**src/rtl/fetch_unit.sv**
```systemverilog
// ---------------------------------------------------------------------------
// fetch_unit
//
// Instruction fetch stage feeding decode. Holds the PC, issues one word
// request at a time to instruction memory (req/gnt/rvalid) and presents the
// returned instruction with its PC to decode (valid/ready). A redirect from
// execute restarts fetch at a new target and discards any instruction that is
// in flight or being held.
//
// Ports:
//   clk_i          clock, all state on rising edge
//   IFrst_i        asynchronous active-low reset
//   imem_req_o     instruction memory request
//   imem_addr_o    request address (current PC, word aligned)
//   imem_gnt_i     request accepted this cycle
//   imem_rvalid_i  response data valid
//   imem_rdata_i   response instruction word
//   redirect_i     flush and restart fetch at redirect_pc_i
//   redirect_pc_i  redirect target (low two bits ignored)
//   instr_valid_o  instr_o/pc_o valid toward decode
//   instr_ready_i  decode accepts instruction
//   instr_o        fetched instruction
//   pc_o           PC of instr_o
// ---------------------------------------------------------------------------
module fetch_unit #(
    parameter logic [31:0] RESET_PC = 32'h0000_0000
) (
    input  logic        clk_i,
    input  logic        IFrst_i,
    output logic        imem_req_o,
    output logic [31:0] imem_addr_o,
    input  logic        imem_gnt_i,
    input  logic        imem_rvalid_i,
    input  logic [31:0] imem_rdata_i,
    input  logic        redirect_i,
    input  logic [31:0] redirect_pc_i,
    output logic        instr_valid_o,
    input  logic        instr_ready_i,
    output logic [31:0] instr_o,
    output logic [31:0] pc_o
);

    typedef enum logic [1:0] {
        IDLE = 2'd0,
        REQ  = 2'd1,
        WAIT = 2'd2,
        HOLD = 2'd3
    } state_e;

    state_e      state_q, state_d;
    logic [31:0] pc_q, pc_d;
    logic        kill_q, kill_d;
    logic [31:0] instr_q, instr_d;
    logic [31:0] pc_out_q, pc_out_d;
    logic [31:0] redirect_tgt;

    // Targets are always word aligned; stray low bits are dropped.
    assign redirect_tgt = redirect_pc_i & 32'hFFFF_FFFC;

    always_ff @(posedge clk_i or negedge IFrst_i) begin
        if (!IFrst_i) begin
            state_q  <= IDLE;
            pc_q     <= RESET_PC & 32'hFFFF_FFFC;
            kill_q   <= 1'b0;
            instr_q  <= 32'h0;
            pc_out_q <= 32'h0;
        end else begin
            state_q  <= state_d;
            pc_q     <= pc_d;
            kill_q   <= kill_d;
            instr_q  <= instr_d;
            pc_out_q <= pc_out_d;
        end
    end

    always_comb begin
        state_d  = state_q;
        pc_d     = pc_q;
        kill_d   = kill_q;
        instr_d  = instr_q;
        pc_out_d = pc_out_q;

        case (state_q)
            IDLE: begin
                state_d = REQ;
                if (redirect_i) begin
                    pc_d = redirect_tgt;
                end
            end

            REQ: begin
                if (redirect_i) begin
                    pc_d = redirect_tgt;
                    // A grant in the redirect cycle accepted the old address;
                    // its response must be thrown away.
                    if (imem_gnt_i) begin
                        state_d = WAIT;
                        kill_d  = 1'b1;
                    end
                end else if (imem_gnt_i) begin
                    state_d = WAIT;
                end
            end

            WAIT: begin
                if (redirect_i) begin
                    pc_d = redirect_tgt;
                    if (imem_rvalid_i) begin
                        // Response lands in the redirect cycle: drop it here,
                        // nothing stays outstanding.
                        state_d = REQ;
                        kill_d  = 1'b0;
                    end else begin
                        kill_d = 1'b1;
                    end
                end else if (imem_rvalid_i) begin
                    if (kill_q) begin
                        kill_d  = 1'b0;
                        state_d = REQ;
                    end else begin
                        instr_d  = imem_rdata_i;
                        pc_out_d = pc_q;
                        pc_d     = pc_q + 32'd4;
                        state_d  = HOLD;
                    end
                end
            end

            HOLD: begin
                if (redirect_i) begin
                    pc_d    = redirect_tgt;
                    state_d = REQ;
                end else if (instr_ready_i) begin
                    state_d = REQ;
                end
            end

            default: state_d = IDLE;
        endcase
    end

    assign imem_req_o    = (state_q == REQ);
    assign imem_addr_o   = pc_q;
    // Valid is masked in a redirect cycle so decode never takes a stale
    // instruction, even with ready high.
    assign instr_valid_o = (state_q == HOLD) && !redirect_i;
    assign instr_o       = instr_q;
    assign pc_o          = pc_out_q;

endmodule

```
**config.mk**
```make
export PLATFORM = sky130hd
export DESIGN_NAME = fetch_unit
export DESIGN_NICKNAME = d
export VERILOG_FILES = /design/src/rtl/fetch_unit.sv
export SDC_FILE = /design/constraint.sdc
export NUM_CORES = 1
export LEC_CHECK = 0
export ABC_AREA = 1
export CAP_MARGIN = 20
export CORE_MARGIN = 5
export CORE_UTILIZATION = 45
export CTS_CLUSTER_DIAMETER = 150
export DETAILED_ROUTE_END_ITERATION = 16
export PLACE_DENSITY = 0.87
export SYNTH_ARGS = -nofsm -noshare
export SYNTH_HDL_FRONTEND = slang
export SYNTH_SLANG_ARGS = --single-unit
export TNS_END_PERCENT = 30
```
**constraint.sdc**
```tcl
create_clock -name clk_i -period 1.98 [get_ports clk_i]
set_input_delay 0.396 -clock clk_i [delete_from_list [all_inputs] [get_ports clk_i]]
set_output_delay 0.396 -clock clk_i [all_outputs]
set_load 0.03 [all_outputs]
```
Yosys cells after proc, flatten, opt, wreduce, memory -nomap -nowiden --
Index checks and enable logic that the tools add are counted.
Word-level totals: RAM bits 0, logic and storage cells 46, bits in latches 0, flip-flop bits (word level) 99, input port bits 70, bits in read-only memories 0, output and inout bits 98, memories 0
Operators by class: $mul 0, mux-type cells 19, $add $sub $neg 1, eq/ne operators 10, div/mod/pow operators 0, reductions and logical operators 9, shift-type cells 0, bitwise gates (word level) 2, magnitude comparators 0
Operators with widths (number):
- $mux 32 | 4
- $pmux 32 s2 | 1
- $add 32x3->32 const B | 1
- $mux 2 | 7
- $ne 3x3->1 const B | 3
- $pmux 2 s4 | 1
- $reduce_and 4->1 | 2
- $ne 2x1->1 const B | 3
- $reduce_and 3->1 | 2
- $mux 1 | 5
- $eq 2x2->1 const B | 2
- $reduce_or 3->1 | 1
- $eq 2x1->1 const B | 1
- $logic_not 2->1 | 1
- $ne 2x2->1 const B | 1
- $not 1->1 | 2
- $pmux 1 s2 | 1
- $reduce_bool 2->1 | 1
- $logic_and 1x1->1 | 1
- $logic_not 1->1 | 1

Logic depth before layout (Yosys ltp) --
Gate-level depths: netlist of the first run.
word-level depth 5, gate-level depth with buffers 11, mapped depth without buffers 11

Worst setup path after synthesis of the first run --
No wires, ideal clock.
kind reg2reg, start point register pc_q[3], in the netlist imem_addr_o[3], end point register pc_q[12], in the netlist imem_addr_o[12], period minus slack after synthesis 1.684 ns, path slack 0.296 ns, arrival 1.559 ns, buffers on the path 0, stages on the path, launching flop included 9, cells stage by stage dfrtp_1 > ha_1 > nand2_1 > nor2_2 > nand2_2 > inv_1 > nand3_1 > o21ai_0 > a21oi_1
Between the ends: word-level cells in the longest chain between the ends 5
RTL lines:
- from (decl) | RTL line 51 | logic [31:0] pc_q, pc_d;
- from (signal assigned) | RTL line 63 | pc_q <= RESET_PC & 32'hFFFF_FFFC;
- from (signal assigned) | RTL line 69 | pc_q <= pc_d;
- $add 32x3->32 | RTL line 123 | pc_d = pc_q + 32'd4;
- $mux 32 | RTL line 117 | if (kill_q) begin
- $mux 32 | RTL line 116 | end else if (imem_rvalid_i) begin
- $mux 32 | RTL line 106 | if (redirect_i) begin
- $pmux 32 s2 | RTL line 83 | case (state_q)
No other way between the ends. The select of a mux whose other input is x is not followed. A chain may end at the register's enable or synchronous reset.

Worst setup path in the final report of the first run --
start point register pc_q[27], in the netlist imem_addr_o[27], end point output imem_addr_o[27]
RTL lines:
- to (decl) | RTL line 31 | output logic [31:0] imem_addr_o,
No word-level cell between the ends.

==> results by group, run 1 <==
Status
  • Status: finished, final reports clean

Floorplanning
  • Die Ht: 114 um
  • Starting Density: 0.465
  • Die area: 12,900 um2
  • Die X: 114 um
  • I/O pin count: 168
  • Core area: 10,400 um2
  • Row cnt: 37

Global route
  • Pin count of the biggest net entering global routing: 47
  • Gr ovfl total: 0
  • First-pass GRT wire length: 23.8 mm
  • Gr usage total: 0.229
  • Initial antenna violation count: 0
  • Vias in the first global route: 4,843

Clock network
  • Clk_lat worst skew: 360 ps
  • CTS clk-pin slew, worst paths: 100 ps
  • Clock Sinks: 95
  • Root buffer cell: clkbuf_8
  • Post-CTS Setup Bufs: 0
  • Clock buffer depth: 2
  • CTS H-tree lvls: 3
  • Total CTS buffers: 9
  • CTS tree: done

Timing
  • Slew at the pin closest to its max-slew limit: 571 ps
  • Final worst path period need: 1930 ps
  • Final worst path period share: 0.973
  • Max transition margin: 0.615
  • Final Hold Viols: 0
  • RSZ-0062 raised after global routing: no
  • Final worst slack: 53.2 ps
  • Clk_skew: 12.6 ps
  • Final setup fails: 0
  • Achievable Freq: 519 MHz
  • Final TNS setup: 0 ps
  • Fin. max-slew vios: 0

Worst hold path
  • Worst Hold Class: flip-flop to flip-flop

Setup path
  • Critical path required time: 1580 ps
  • Crit path cell chain: clkdlybuf4s50_1
  • Delay-heaviest family, CP: buffers and inverters
  • CP endpoint kind: primary output
  • Crit Path Class: flip-flop to primary output
  • Slowest cell on the critical path: clkdlybuf4s50_1
  • Max incr delay on CP: 710 ps
  • Critical-path maximum fanout: 6
  • Startpoint Class: flip-flop
  • Worst path bufs/invs: 1
  • CP arrival: 1530 ps

Detailed routing
  • Number of vias in the routed layout: 4,733
  • Routed wire length: 14.8 mm
  • Routed Antenna Nets: 0
  • Drt via density: 5.18
  • First-pass DRT Iterations: 6
  • Routed length per placed instance: 16.2 um
  • DR DRC count: 0
  • Detailed Route Iter0 Violations: 362

Flow run
  • Max-cap violations: 0

Synth
  • Post-synthesis cell area: 4850 um2
  • Yosys reg bits: 95
  • Mapped Cells: 602
  • Synth warn: 0
  • Register area share after synthesis: 0.490
  • Cell variety after synth: 32
  • Syn_area_per_cell: 8.05 um2

Cells and area
  • Area of the multi-input gates: 2130 um2
  • N_diodes: 0
  • Sequential Area: 2380 um2
  • Final #Nets: 846
  • Most common cell after layout, fill and taps aside: nand2_1
  • Final std cells w/o fill: 913
  • Layout fillers: 869
  • Most frequent cells in the layout: 189 x nand2_1, 144 x clkdlybuf4s50_1, 95 x dfrtp_1, 63 x inv_1, 59 x o21ai_0
  • Fin util: 0.665
  • Share of cells above drive strength 1: 0.0682
  • Area Overhead vs Synth: 43.0%

Placed design
  • Placer Congestion: 0.945
  • Post-DP HPWL: 11.6 mm
  • DP Cell Count: 896
  • Port buffer count: 161
  • DP Worst Slack: 24.5 ps

Pwr
  • Leak pwr: 0.00339 uW
  • PwrDens: 1120 nW/um2
  • VDD IR max: 0.633 mV
  • PnR Total Power: 7750 uW
==> cell type report <==
type,count,area share
sequential,95,0.343
clock inverter,7,0.00758
inverter,64,0.0347
multi-input combinational,422,0.307
tap,136,0.0245
clock buffer,9,0.0179
timing repair buffer,180,0.266
==> tightest hold or removal path, stage by stage (launching register included) <==
cell and delay, ps:
dfrtp_1 350, nand2_1 50, o21ai_0 60
==> through the flow <==
stage                     hold slack [ps]  instance area (um2)
final                                 497                 6930
after global routing                  516                 6930
after CTS                             503                 6910
after detailed placement              381                 6730
after global placement                380                 6730
after floorplan                       100                 4860
==> synth_stat cells <==
library cell / number / area [um2]
nand2_1: 189 / 709
dfrtp_1: 95 / 2380
inv_1: 63 / 236
o21ai_0: 59 / 295
nor2_1: 49 / 184
nand3_1: 39 / 195
mux2_1: 34 / 383
a21oi_1: 11 / 55.1
buf_2: 10 / 50.1
clkbuf_1: 7 / 26.3
or2_2: 7 / 43.8
buf_4: 5 / 37.5
o22ai_1: 5 / 31.3
ha_1: 4 / 50.1
nor2_2: 3 / 18.8
a22oi_1: 2 / 15.0
and2_1: 2 / 12.5
nand2_2: 2 / 12.5
nand4_1: 2 / 12.5
nor2_4: 2 / 22.5
a31oi_1: 1 / 6.26
buf_1: 1 / 3.75
clkbuf_2: 1 / 5.00
conb_1: 1 / 3.75
inv_2: 1 / 3.75
nand3_2: 1 / 10.0
nand3b_1: 1 / 7.51
nor3_1: 1 / 5.00
o21ai_2: 1 / 8.76
o21bai_1: 1 / 7.51
o311ai_0: 1 / 8.76
xor2_1: 1 / 8.76
==> timing repair <==
action | 4_1_cts | 5_1_grt
hold endpoints to repair | 33 | 0
hold buffers | 1 | 0
resized for setup | 6 | 9
setup endpoints to repair | 6 | 9
pin swaps | 0 | 0
==> metal layers <==
| metal | GRT usage | vias up | wire (um) |
|---|---|---|---|
| met2 | 0.395 | 216 | 7160 |
| met1 | 0.295 | 2237 | 6210 |
| met4 | 0.0697 | 0 | 286 |
| met5 | 0 | - | 0 |
| met3 | 0.0398 | 26 | 1140 |
| li1 | - | 2254 | - |
==> logic make-up after synthesis <==
| logic type | after synthesis | share of synthesized area |
|---|---|---|
| adder cells (fa/ha/maj) | 4 | 0.0103 |
| AO/OA/AOI/OAI | 81 | 0.0883 |
| AND/OR/NAND/NOR | 298 | 0.255 |
| XOR/XNOR | 1 | 0.00181 |
| multiplexers | 34 | 0.0790 |
| flip-flops | 95 | 0.490 |
| buffers and inverters | 88 | 0.0749 |
| other | 1 | 0.000774 |
==> power by group <==
part / leakage [uW] / internal, uW / switching, uW
sequential: 0.00124 / 2490 / 446
clock: 0.0000961 / 474 / 743
combinational: 0.00205 / 1480 / 2120
total: 0.00339 / 4440 / 3310
==> worst paths after layout <==
kind,startpoint,cells past startpoint,endpoint,slack [ps]
worst max-delay path,imem_addr_o[27],1,imem_addr_o[27],50
worst min-delay path,pc_o[5],2,pc_o[5],500
worst max register to register,state_q[0],7,instr_o[3],210
worst min register to register,pc_o[5],2,pc_o[5],500
max in group asynchronous,IFrst_i,3,pc_o[2],920
min in group asynchronous,IFrst_i,2,instr_o[28],520
==> flip-flops by register name, summed over array words and instances, names as in the netlist <==
register     flops
state_q          2
kill_q           1
imem_addr_o     30
pc_o            30
instr_o         32
Note: power is estimated with default switching activity, not from simulation.
==> inputs of run 2 (changes only) <==
- CORE_MARGIN: 5 -> default
- clock period: 1.98 -> 2.4 ns (I/O delays scaled with it)
==> run 2 against run 1 <==
  * Die area fell by 14%
  * Non-clock buffer count is 9 lower
  * Clock-buffer cell count unchanged
  * Worst setup slack improved by 100 ps
  * First-iteration DRC count decreased by 23%
  * Cell count is 0.99% lower
  * Critical path depth grew 3
  * Design area down 1.3%
  * Largest cell class unchanged
  * Combinational power shrank 18%
  * Worst hold slack got worse by 470 ps
  * Highest routed layer unchanged
  * Flip-flop and latch count is the same
  * Largest power group unchanged
==> results by group, run 2 (synthesized netlist as in run 1, its figures left out) <==
Setup path
  • Flop2flop setup slack: 450 ps
  • CP endpoint kind: primary output
  • CP arrival: 1760 ps
  • Max incr delay on CP: 670 ps
  • Slowest cell on the critical path: clkdlybuf4s50_1
  • Critical-path maximum fanout: 4
  • Startpoint Class: flip-flop
  • Worst r2r dst: imem_addr_o[4]
  • Critical path required time: 1920 ps
  • Reg2Reg Depth: 7
  • Crit Path Class: flip-flop to primary output
  • Crit path cell chain: ha_1 > inv_1 > nor2_1 > clkdlybuf4s50_1
  • Reg-to-reg startpoint: state_q[0]

Timing
  • RSZ-0062 raised after global routing: no
  • Fin. max-slew vios: 0
  • Final setup fails: 0
  • Final TNS setup: 0 ps
  • Final Hold Viols: 0
  • Achievable Freq: 446 MHz
  • Final worst path period need: 2240 ps
  • Clk_skew: 14.9 ps
  • Max transition margin: 0.570
  • Slew at the pin closest to its max-slew limit: 637 ps
  • Final worst path period share: 0.934

Floorplanning
  • Row cnt: 37
  • Die Ht: 106 um
  • Core area: 10,400 um2
  • Starting Density: 0.467
  • I/O pin count: 168
  • Die area: 11,200 um2
  • Die X: 106 um

Cells and area
  • Final #Nets: 837
  • Max FFs per register: 32
  • N_diodes: 0
  • Most common cell after layout, fill and taps aside: nand2_1
  • Most frequent cells in the layout: 189 x nand2_1, 160 x clkdlybuf4s50_1, 95 x dfrtp_1, 63 x inv_1, 59 x o21ai_0
  • Fin util: 0.660
  • Area Overhead vs Synth: 41.1%
  • Layout fillers: 871
  • Area of the multi-input gates: 2130 um2
  • Final std cells w/o fill: 904
  • Sequential Area: 2380 um2
  • Share of cells above drive strength 1: 0.0573

Flow run
  • Max-cap violations: 0

Global route
  • First-pass GRT wire length: 22.4 mm
  • Initial antenna violation count: 0
  • Gr usage total: 0.257
  • Vias in the first global route: 4,514
  • Gr ovfl total: 0
  • Pin count of the biggest net entering global routing: 61

Pwr
  • VDD IR max: 0.477 mV
  • Leak pwr: 0.00324 uW
  • PwrDens: 955 nW/um2

Detailed routing
  • Detailed Route Iter0 Violations: 277
  • Routed wire length: 13.8 mm
  • Drt via density: 5.11
  • DR DRC count: 0
  • Routed Antenna Nets: 0
  • Number of vias in the routed layout: 4,616
  • First-pass DRT Iterations: 6
  • Routed length per placed instance: 15.3 um

Clock network
  • Hold_buf cts: 0
  • Total CTS buffers: 9
  • Post-CTS Setup Bufs: 0
  • Clock buffer depth: 2
  • Clk_lat worst skew: 380 ps
  • CTS H-tree lvls: 3
  • CTS tree: done
  • Clock Sinks: 95
  • Root buffer cell: clkbuf_8
  • CTS clk-pin slew, worst paths: 110 ps
  • Post-CTS Resized: 0

Placed design
  • DP Cell Count: 888
  • Port buffer count: 161
  • Placer Congestion: 0.877
  • Post-DP HPWL: 10.6 mm

Status
  • Status: finished, final reports clean

Worst hold path
  • Worst Hold Class: input port to async pin
## run 2: cell types whose count changed in the layout (fill, tap and decap cells not counted), moves of 2 or more
| cell | change |
|---|---|
| bufinv_16 | +2 |
| inv_6 | -2 |
| dlymetal6s2s_1 | -9 |
| buf_4 | -5 |
| clkdlybuf4s50_1 | +16 |
| buf_12 | -4 |
| dlygate4sd2_1 | -6 |
## run 2: worst max path at each step
stage / from / endpoint / slack (ps) / cells past startpoint
floorplan: imem_addr_o[3] / imem_addr_o[12] / 720 / 8
global placement: redirect_i / imem_addr_o[20] / 180 / 10
detailed placement: redirect_i / imem_addr_o[20] / 150 / 10
CTS: state_q[1] / imem_req_o / 140 / 3
global route: state_q[1] / imem_req_o / 90 / 3
finish: state_q[0] / instr_valid_o / 160 / 4
## run 2: worst max-delay path, delay by kind of cell (launching register included)
family / cells / cell delay, ps
flops: 1 / 420
fa+ha+maj: 1 / 180
simple gates: 1 / 80
buf+inv: 2 / 720
## run 2: area by class of cell
| class | count | area share |
|---|---|---|
| clock buffer | 9 | 0.0181 |
| clock inverter | 7 | 0.0139 |
| inverter | 64 | 0.0351 |
| multi-input combinational | 422 | 0.311 |
| sequential | 95 | 0.347 |
| tap | 136 | 0.0249 |
| timing repair buffer | 171 | 0.250 |
## run 2: layer usage
metal	GRT usage	part of all wire	vias up
met5	0	0	-
li1	-	-	2237
met2	0.437	0.49	201
met4	0.0893	0.021	0
met1	0.327	0.43	2151
met3	0.0470	0.064	27
## run 2: per-stage QoR
| step | total power [uW] | area (um2) | hold slack [ps] | setup slack (ps) |
|---|---|---|---|---|
| after floorplan | 4030 | 4860 | 184 | 716 |
| after global placement | 5290 | 6620 | 435 | 177 |
| after detailed placement | 5390 | 6620 | 439 | 150 |
| after CTS | 6560 | 6840 | 30.0 | 140 |
| after global routing | 6870 | 6840 | 49.1 | 89.1 |
| final | 6530 | 6840 | 25.7 | 158 |
## run 2: where the power goes
part           total (uW)  switching, uW  internal, uW  leakage (uW)
registers            2420            361          2060       0.00124
logic                2940           1730          1210       0.00189
clock network        1180            591           589      0.000110
==> inputs of run 3 (changes only) <==
- SKIP_CTS_REPAIR_TIMING: default -> 1
- clock period: 2.4 -> 2.2 ns (I/O delays scaled with it)
==> run 3 against run 2 <==
  * Non-clock buffer count did not move
  * Global-route usage is 0.37 points lower
  * Worst setup slack got worse by 9.3 ps
  * Clock skew rose by 7.7 ps
  * Register-to-register slack got worse by 100 ps
  * Sequential power rose by 9.1%
  * Flip-flop and latch count stayed put
  * Critical path type unchanged
  * Largest power group unchanged
==> results by group, run 3 (synthesized netlist as in run 1, its figures left out) <==
Pwr
  • VDD IR max: 0.527 mV
  • PwrDens: 1020 nW/um2
  • Leak pwr: 0.00323 uW

Global route
  • Gr ovfl total: 0
  • Initial antenna violation count: 0
  • Vias in the first global route: 4,526
  • Pin count of the biggest net entering global routing: 96
  • First-pass GRT wire length: 22.2 mm
  • Gr usage total: 0.253

Clock network
  • CTS clk-pin slew, worst paths: 100 ps
  • Root buffer cell: clkbuf_8
  • CTS tree: done
  • Clock buffer depth: 2
  • Clk_lat worst skew: 370 ps
  • Total CTS buffers: 9
  • Clock Sinks: 95
  • CTS H-tree lvls: 3

Detailed routing
  • DR DRC count: 0
  • Number of vias in the routed layout: 4,636
  • Detailed Route Iter0 Violations: 284
  • Routed length per placed instance: 15.3 um
  • Routed wire length: 13.8 mm
  • Routed Antenna Nets: 0
  • Drt via density: 5.13
  • First-pass DRT Iterations: 5

Setup path
  • Critical path required time: 1760 ps
  • CP endpoint kind: primary output
  • CP arrival: 1610 ps
  • Worst path bufs/invs: 1
  • Delay-heaviest family, CP: buffers and inverters
  • Crit path cell chain: clkdlybuf4s50_1
  • Slowest cell on the critical path: clkdlybuf4s50_1
  • Startpoint Class: flip-flop
  • Critical-path maximum fanout: 6
  • Max incr delay on CP: 760 ps
  • Crit Path Class: flip-flop to primary output

Cells and area
  • Sequential Area: 2380 um2
  • N_diodes: 0
  • Share of cells above drive strength 1: 0.0586
  • Final #Nets: 837
  • Fin util: 0.656
  • Area of the multi-input gates: 2130 um2
  • Max FFs per register: 32
  • Finished layout cell area: 6810 um2
  • Area Overhead vs Synth: 40.4%
  • Most common cell after layout, fill and taps aside: nand2_1
  • Most frequent cells in the layout: 189 x nand2_1, 158 x clkdlybuf4s50_1, 95 x dfrtp_1, 63 x inv_1, 59 x o21ai_0
  • Layout fillers: 884

Timing
  • Fin. max-slew vios: 0
  • Max transition margin: 0.524
  • Slew at the pin closest to its max-slew limit: 705 ps
  • Final worst slack: 149 ps
  • RSZ-0062 raised after global routing: no
  • Final setup fails: 0
  • Achievable Freq: 487 MHz
  • Final worst path period need: 2050 ps
  • Clk_skew: 22.6 ps
  • Final Hold Viols: 0
  • Final worst path period share: 0.932

Floorplanning
  • Starting Density: 0.467
  • Row cnt: 37
  • I/O pin count: 168
  • Die X: 106 um
  • Die area: 11,200 um2
  • Core area: 10,400 um2
  • Die Ht: 106 um

Placed design
  • DP Worst Slack: 166 ps
  • Post-DP HPWL: 10.5 mm
  • Cell Area, Placed: 6620 um2
  • Placer Congestion: 0.874
  • Port buffer count: 161

Flow run
  • Max-cap violations: 0

Worst hold path
  • Worst Hold Class: input port to async pin

Status
  • Status: finished, final reports clean
run 3: cell types whose count changed in the layout (fill, tap and decap cells not counted):
cell	change
bufinv_16	-2
clkdlybuf4s50_1	-2
inv_8	+2
buf_4	+1
clkinv_2	-1
clkinv_4	-1
clkinvlp_4	+1
dlymetal6s2s_1	+1
inv_6	+1
run 3: cell type report:
class | instances | area share
Sequential cell | 95 | 0.349
Multi-Input combinational cell | 422 | 0.312
Timing Repair Buffer | 171 | 0.251
Inverter | 64 | 0.0353
Tap cell | 136 | 0.0250
Clock buffer | 9 | 0.0182
Clock inverter | 7 | 0.00882
run 3: worst paths after layout:
check                           startpoint               to  slack, ps  depth (start not counted)
min reg2reg                       pc_o[13]         pc_o[13]        500                          2
min in group clk_i                pc_o[13]         pc_o[13]        500                          2
min                                IFrst_i      instr_o[25]        110                          2
max reg2reg                 imem_addr_o[3]  imem_addr_o[16]        350                          8
max                        imem_addr_o[10]  imem_addr_o[10]        150                          1
max in group asynchronous          IFrst_i  imem_addr_o[13]       1690                          2
run 3: through the flow:
stage	total power, uW	hold slack [ps]	cells	TNS [ps]
6_report	6960	113	904	0
5_1_grt	7330	157	904	0
4_1_cts	7000	135	904	-27.9
3_5_place_dp	5890	477	888	0
3_3_place_gp	5770	467	888	0
2_1_floorplan	4390	144	605	0
run 3: power breakdown:
group          switching [uW]  leakage (uW)  internal (uW)
combinational            1890       0.00190           1320
clock                     686     0.0000901            433
sequential                397       0.00124           2240
total                    2970       0.00323           4000
run 3: per-layer routing:
metal | wire length [um] | global-route usage | vias up | share of wire
met1 | 6000 | 0.324 | 2174 | 0.43
li1 | - | - | 2240 | -
met5 | 0 | 0 | - | 0
met2 | 6750 | 0.434 | 203 | 0.49
met4 | 208 | 0.0714 | 0 | 0.015
met3 | 884 | 0.0489 | 19 | 0.064
